**config.mk**
```make
export PLATFORM = sky130hd
export DESIGN_NAME = exc_controller
export DESIGN_NICKNAME = d
export VERILOG_FILES = /design/src/rtl/exc_pkg.sv /design/src/rtl/exc_pending.sv /design/src/rtl/exc_controller.sv
export SDC_FILE = /design/constraint.sdc
export NUM_CORES = 1
export LEC_CHECK = 0
export CAP_MARGIN = 20
export CORE_MARGIN = 2
export CORE_UTILIZATION = 50
export CTS_BUF_LIST = sky130_fd_sc_hd__clkbuf_4
export DETAILED_ROUTE_END_ITERATION = 16
export GPL_ROUTABILITY_DRIVEN = 0
export PLACE_DENSITY = 0.82
export SYNTH_ARGS = -nofsm -noshare
export SYNTH_HDL_FRONTEND = slang
export SYNTH_SLANG_ARGS = --single-unit
```
**constraint.sdc**
```tcl
create_clock -name clk -period 3.4 [get_ports clk]
set_input_delay 0.85 -clock clk [delete_from_list [all_inputs] [get_ports clk]]
set_output_delay 0.85 -clock clk [all_outputs]
set_load 0.005 [all_outputs]
```
**src/rtl/exc_pkg.sv**
```systemverilog
// Shared types and constants for the exception request path.
// Latency: n/a (declarations only).
// Backpressure: n/a.
package exc_pkg;

    typedef enum logic [1:0] {
        IDLE    = 2'd0,
        REQ     = 2'd1,
        HANDLER = 2'd2
    } exc_state_t;

    localparam logic [3:0] ESTAT_INVOP    = 4'b0001;
    localparam logic [3:0] ESTAT_MISALIGN = 4'b0010;
    localparam logic [3:0] ESTAT_IRQ      = 4'b0100;

    // Fetch address the exception unit vectors to.
    localparam logic [63:0] EXC_VECTOR = 64'hD8;

    // Pending bit positions.
    localparam int PEND_INVOP    = 0;
    localparam int PEND_MISALIGN = 1;
    localparam int PEND_IRQ      = 2;

endpackage

```
**src/rtl/exc_pending.sv**
```systemverilog
// Sticky pending bits for the three exception sources plus fixed-priority select.
// Latency: a source seen at edge t is visible on any/sel_code right after edge t.
// Backpressure: bits stay pending until clr_en; a set coincident with a clear wins.
//
// Ports:
//   clk, reset    clock, synchronous active-low reset
//   set_vec[2:0]  {irq (already gated by irq_en), misalign, invalid_op}
//   clr_en        consume the currently selected bit at this edge
//   any           at least one bit pending
//   sel_code      cause code of the highest-priority pending bit
//   clr_mask      one-hot mask of that bit
module exc_pending
    import exc_pkg::*;
(
    input  logic       clk,
    input  logic       reset,
    input  logic [2:0] set_vec,
    input  logic       clr_en,
    output logic       any,
    output logic [3:0] sel_code,
    output logic [2:0] clr_mask
);

    logic [2:0] pend;

    always_ff @(posedge clk) begin
        if (!reset) begin
            pend <= 3'b000;
        end else begin
            // OR the set after the clear so an event arriving on the clear edge re-pends.
            pend <= (pend & ~(clr_mask & {3{clr_en}})) | set_vec;
        end
    end

    // invalid_op > misalign > irq
    always_comb begin
        clr_mask = 3'b000;
        sel_code = 4'h0;
        if (pend[PEND_INVOP]) begin
            clr_mask = 3'b001;
            sel_code = ESTAT_INVOP;
        end else if (pend[PEND_MISALIGN]) begin
            clr_mask = 3'b010;
            sel_code = ESTAT_MISALIGN;
        end else if (pend[PEND_IRQ]) begin
            clr_mask = 3'b100;
            sel_code = ESTAT_IRQ;
        end
    end

    assign any = |pend;

endmodule

```
**src/rtl/exc_controller.sv**
```systemverilog
// Collects exception sources, issues one request at a time to the exception unit.
// Latency: source pulse at edge t -> pending at t -> Exc=1 after edge t+1.
// Backpressure: Exc held until ExcAck; no new request until ERet; events keep pending meanwhile.
//
// Ports:
//   clk, reset           clock, synchronous active-low reset
//   invalid_op, misalign one-cycle source pulses
//   irq, irq_en          level interrupt and its enable
//   ExcAck, ERet         exception unit has vectored / handler returned
//   Exc, EStatus         request and its cause code (registered)
//   busy                 request outstanding or handler running
//   exc_count            saturating count of acknowledged exceptions
//   ack_timeout          sticky: Exc waited ACK_TIMEOUT cycles without ExcAck
module exc_controller
    import exc_pkg::*;
#(
    parameter int ACK_TIMEOUT = 16,
    parameter int CNT_W       = 8
) (
    input  logic             clk,
    input  logic             reset,
    input  logic             invalid_op,
    input  logic             misalign,
    input  logic             irq,
    input  logic             irq_en,
    input  logic             ExcAck,
    input  logic             ERet,
    output logic             Exc,
    output logic [3:0]       EStatus,
    output logic             busy,
    output logic [CNT_W-1:0] exc_count,
    output logic             ack_timeout
);

    localparam int TMR_W = $clog2(ACK_TIMEOUT + 1);
    localparam logic [TMR_W-1:0] TMR_LAST = TMR_W'(ACK_TIMEOUT - 1);
    localparam logic [CNT_W-1:0] CNT_MAX  = {CNT_W{1'b1}};

    exc_state_t       state;
    logic [TMR_W-1:0] timer;

    logic       any;
    logic [3:0] sel_code;
    logic [2:0] clr_mask;
    logic       issue;

    assign issue = (state == IDLE) && any;

    exc_pending u_pend (
        .clk      (clk),
        .reset    (reset),
        .set_vec  ({irq & irq_en, misalign, invalid_op}),
        .clr_en   (issue),
        .any      (any),
        .sel_code (sel_code),
        .clr_mask (clr_mask)
    );

    // Exc/busy are registered alongside the state so they carry no input-to-output path.
    always_ff @(posedge clk) begin
        if (!reset) begin
            state       <= IDLE;
            Exc         <= 1'b0;
            busy        <= 1'b0;
            EStatus     <= 4'h0;
            exc_count   <= '0;
            ack_timeout <= 1'b0;
            timer       <= '0;
        end else begin
            case (state)
                IDLE: begin
                    if (any) begin
                        state   <= REQ;
                        Exc     <= 1'b1;
                        busy    <= 1'b1;
                        EStatus <= sel_code;
                    end
                end
                REQ: begin
                    if (ExcAck) begin
                        state <= HANDLER;
                        Exc   <= 1'b0;
                        timer <= '0;
                        if (exc_count != CNT_MAX) begin
                            exc_count <= exc_count + 1'b1;
                        end
                    end else if (timer == TMR_LAST) begin
                        // Timer parks here; the request stays up for a late ack.
                        ack_timeout <= 1'b1;
                    end else begin
                        timer <= timer + 1'b1;
                    end
                end
                HANDLER: begin
                    if (ERet) begin
                        state <= IDLE;
                        busy  <= 1'b0;
                    end
                end
                default: begin
                    state <= IDLE;
                    Exc   <= 1'b0;
                    busy  <= 1'b0;
                    timer <= '0;
                end
            endcase
        end
    end

endmodule

```
==> impl_metrics.toml <==
[routing]
ant_nets = 0
route.detailed.drc = 0
wl_per_cell_um = 13.59
avgViaCountPerCell = 5.723
drt_iter0_markers = 13
dr.pass1.iters = 4
drt_wl_total_um = 2351
via_count = 990

[placed_design]
io_buffer_count = 21
dp.cells = 170
dp_hpwl_um = 1713
post-place-ws_ns = 0.8112
post_dp_cell_area_mm2 = 0.001348

[power_and_ir_drop]
p_leak_uw = 0.0005401
intPower_uw = 375.6
powerDensity_mw_per_mm2 = 367.8
p_sw_uw = 128.3
power_switching_share_pct = 25.47
pwr-share-seq_pct = 61.5
peakVddDrop_v = 0.0002500
pwr-share-comb_pct = 14.6
power.share.clock_pct = 23.9

[logic_synthesis]
avgSynthCellArea_um2 = 9.005
synth-edff-count = 0
synth_top_family_by_area = "simple AND/OR/NAND/NOR gates"
async_flop_share_pct = 0
synth-compound-area-share_pct = 22.65
seq_area_frac_synth_pct = 42.01
synthesis.area_mm2 = 0.001144
synthDistinctLibCells = 39
synth_simple_gate_area_share_pct = 25.05
synthMuxAreaShare_pct = 1.751
syn_nets = 138
synth_fa_ha_area_share_pct = 3.282
synthFlopType = "dfxtp_1"
ys_warn_count = 0
synth-xor-area-share_pct = 0
synth_cells = 127
ys_ff_latch = 24

[global_routing]
globalRouteOverflowTotal = 0
grt_max_degree = 17
grt_usage_pct = 19.59
grt_first_pass_wirelength_um = 3946
antenna_found_initial = 0
grt_pass1_vias = 947

[floorplan]
die_x_um = 51.83
core_area_mm2 = 0.002191
row_count = 17
die_area_mm2 = 0.002686
die_h_um = 51.83
ios = 23
initial_core_util_pct = 52.20

[worst_setup_path]
critPathMaxFanout = 16
cp-end-kind = "register"
critical_path_required_ns = 3.66
worstSetupPathType = "in -> reg"
cp-start-kind = "primary input"
cp_data_arrival_time_ns = 2.57

[sta]
maxSlewViolCount = 0
period_minus_slack_ns = 2.313
skew_ns = 0.004478
max_clock_freq_ghz = 0.4324
fin_crit_sh_pct = 68.02
finalSetupViolCount = 0
setup_tns_ns = 0
worst_slew_pin_slew_ns = 0.4978
setup_slack_ns = 1.087
hold_viol = 0
rsz0062_at_grt = "false"
slew_headroom_pct = 66.71

[flow_run]
max-cap-violations = 0

[clocking]
hold_buffers = 0
cts-root-buf = "clkbuf_4"
clockBufferDepth = 2
clock_latency_ns = 0.31
post-cts-setup-buffers = 0
cts-resized-gates = 0
cts_max_level = 1
cts_buffers = 3
clkSlewWorstSetupHoldPaths_ns = 0.12
cts_sinks = 24
cts_tree = "yes"

[finish]
stdcell_area_mm2 = 0.001370
nets = 158
multi_input_area_um2 = 606.8
finish.utilization_pct = 62.54
area_delta_synth_final_pct = 19.80
fillers = 202
final_cells = 173
n_antenna_cell = 0
layout_commonest_cell = "dfxtp_1"
seq_area_um2 = 480.5
drive_above_1_share_pct = 6.897
mostFrequentLayoutCells = "24 x dfxtp_1, 21 x clkdlybuf4s50_1, 14 x a21oi_1, 12 x nand2_1"

[hold_path]
hold_class = "reg -> reg"

[status]
status = "completed"
-- layer usage --
| metal | routed length, um | GRT usage, % |
|---|---|---|
| met5 | 0 | 0 |
| met2 | 1141 | 33.54 |
| met1 | 1070 | 23.91 |
| met3 | 104 | 3.448 |
| met4 | 34 | 8.333 |
-- final cells by class --
type,instances,share of cell area (%)
inverters,4,1.096
clock buffers,3,1.644
multi-input cells,93,44.29
repair buffers,21,15.34
well taps,28,2.557
flip-flops and latches,24,35.07
-- power by group through the flow --
| stage | sequential, uW | combinational [uW] | clock (uW) |
|---|---|---|---|
| after floorplan | 310 | 49.6 | 0 |
| after global placement | 315 | 72.2 | 0 |
| after detailed placement | 316 | 73.8 | 0 |
| after CTS | 310 | 74.0 | 122 |
| after global routing | 313 | 81.7 | 136 |
| final | 310 | 73.7 | 120 |
-- worst max-delay path, cell delays in order --
cell and delay (ns):
clkdlybuf4s50_1 0.78, inv_1 0.37, nor3b_1 0.39, a32o_1 0.18
-- flip-flops by register name (all words and copies together), names as in the netlist --
name / flops
exc_count: 8
timer: 5
EStatus: 3
u_pend.pend: 3
state: 2
Exc: 1
ack_timeout: 1
busy: 1
-- through the flow --
step	hold slack, ns	power [uW]
2_1_floorplan	0.4487	359.3
3_3_place_gp	0.4470	386.9
3_5_place_dp	0.4599	389.5
4_1_cts	0.4756	506.0
5_1_grt	0.5100	530.4
6_report	0.4740	503.9
-- final timing paths --
| kind | start | end | slack, ns | cells past startpoint |
|---|---|---|---|---|
| hold / removal | EStatus[1] | EStatus[1] | 0.47 | 2 |
| setup / recovery | reset | timer[2] | 1.09 | 4 |
| setup reg to reg | timer[0] | timer[4] | 1.69 | 6 |
| hold reg to reg | EStatus[1] | EStatus[1] | 0.47 | 2 |
-- synthesized netlist by cell type, types with 4 or more instances --
| library cell | n | area (um^2) |
|---|---|---|
| nor2_1 | 8 | 30.03 |
| a21oi_1 | 14 | 70.07 |
| and3_1 | 4 | 25.02 |
| o21ai_0 | 8 | 40.04 |
| inv_1 | 4 | 15.01 |
| dfxtp_1 | 24 | 480.5 |
| nand2_1 | 12 | 45.04 |
-- cells by family after synthesis --
kind of cell | count (synthesis)
simple gates | 49
compound gates | 38
flops | 24
buf+inv | 10
fa+ha+maj | 3
mux | 2
other cells | 1
(Power assumes the default switching activity.)
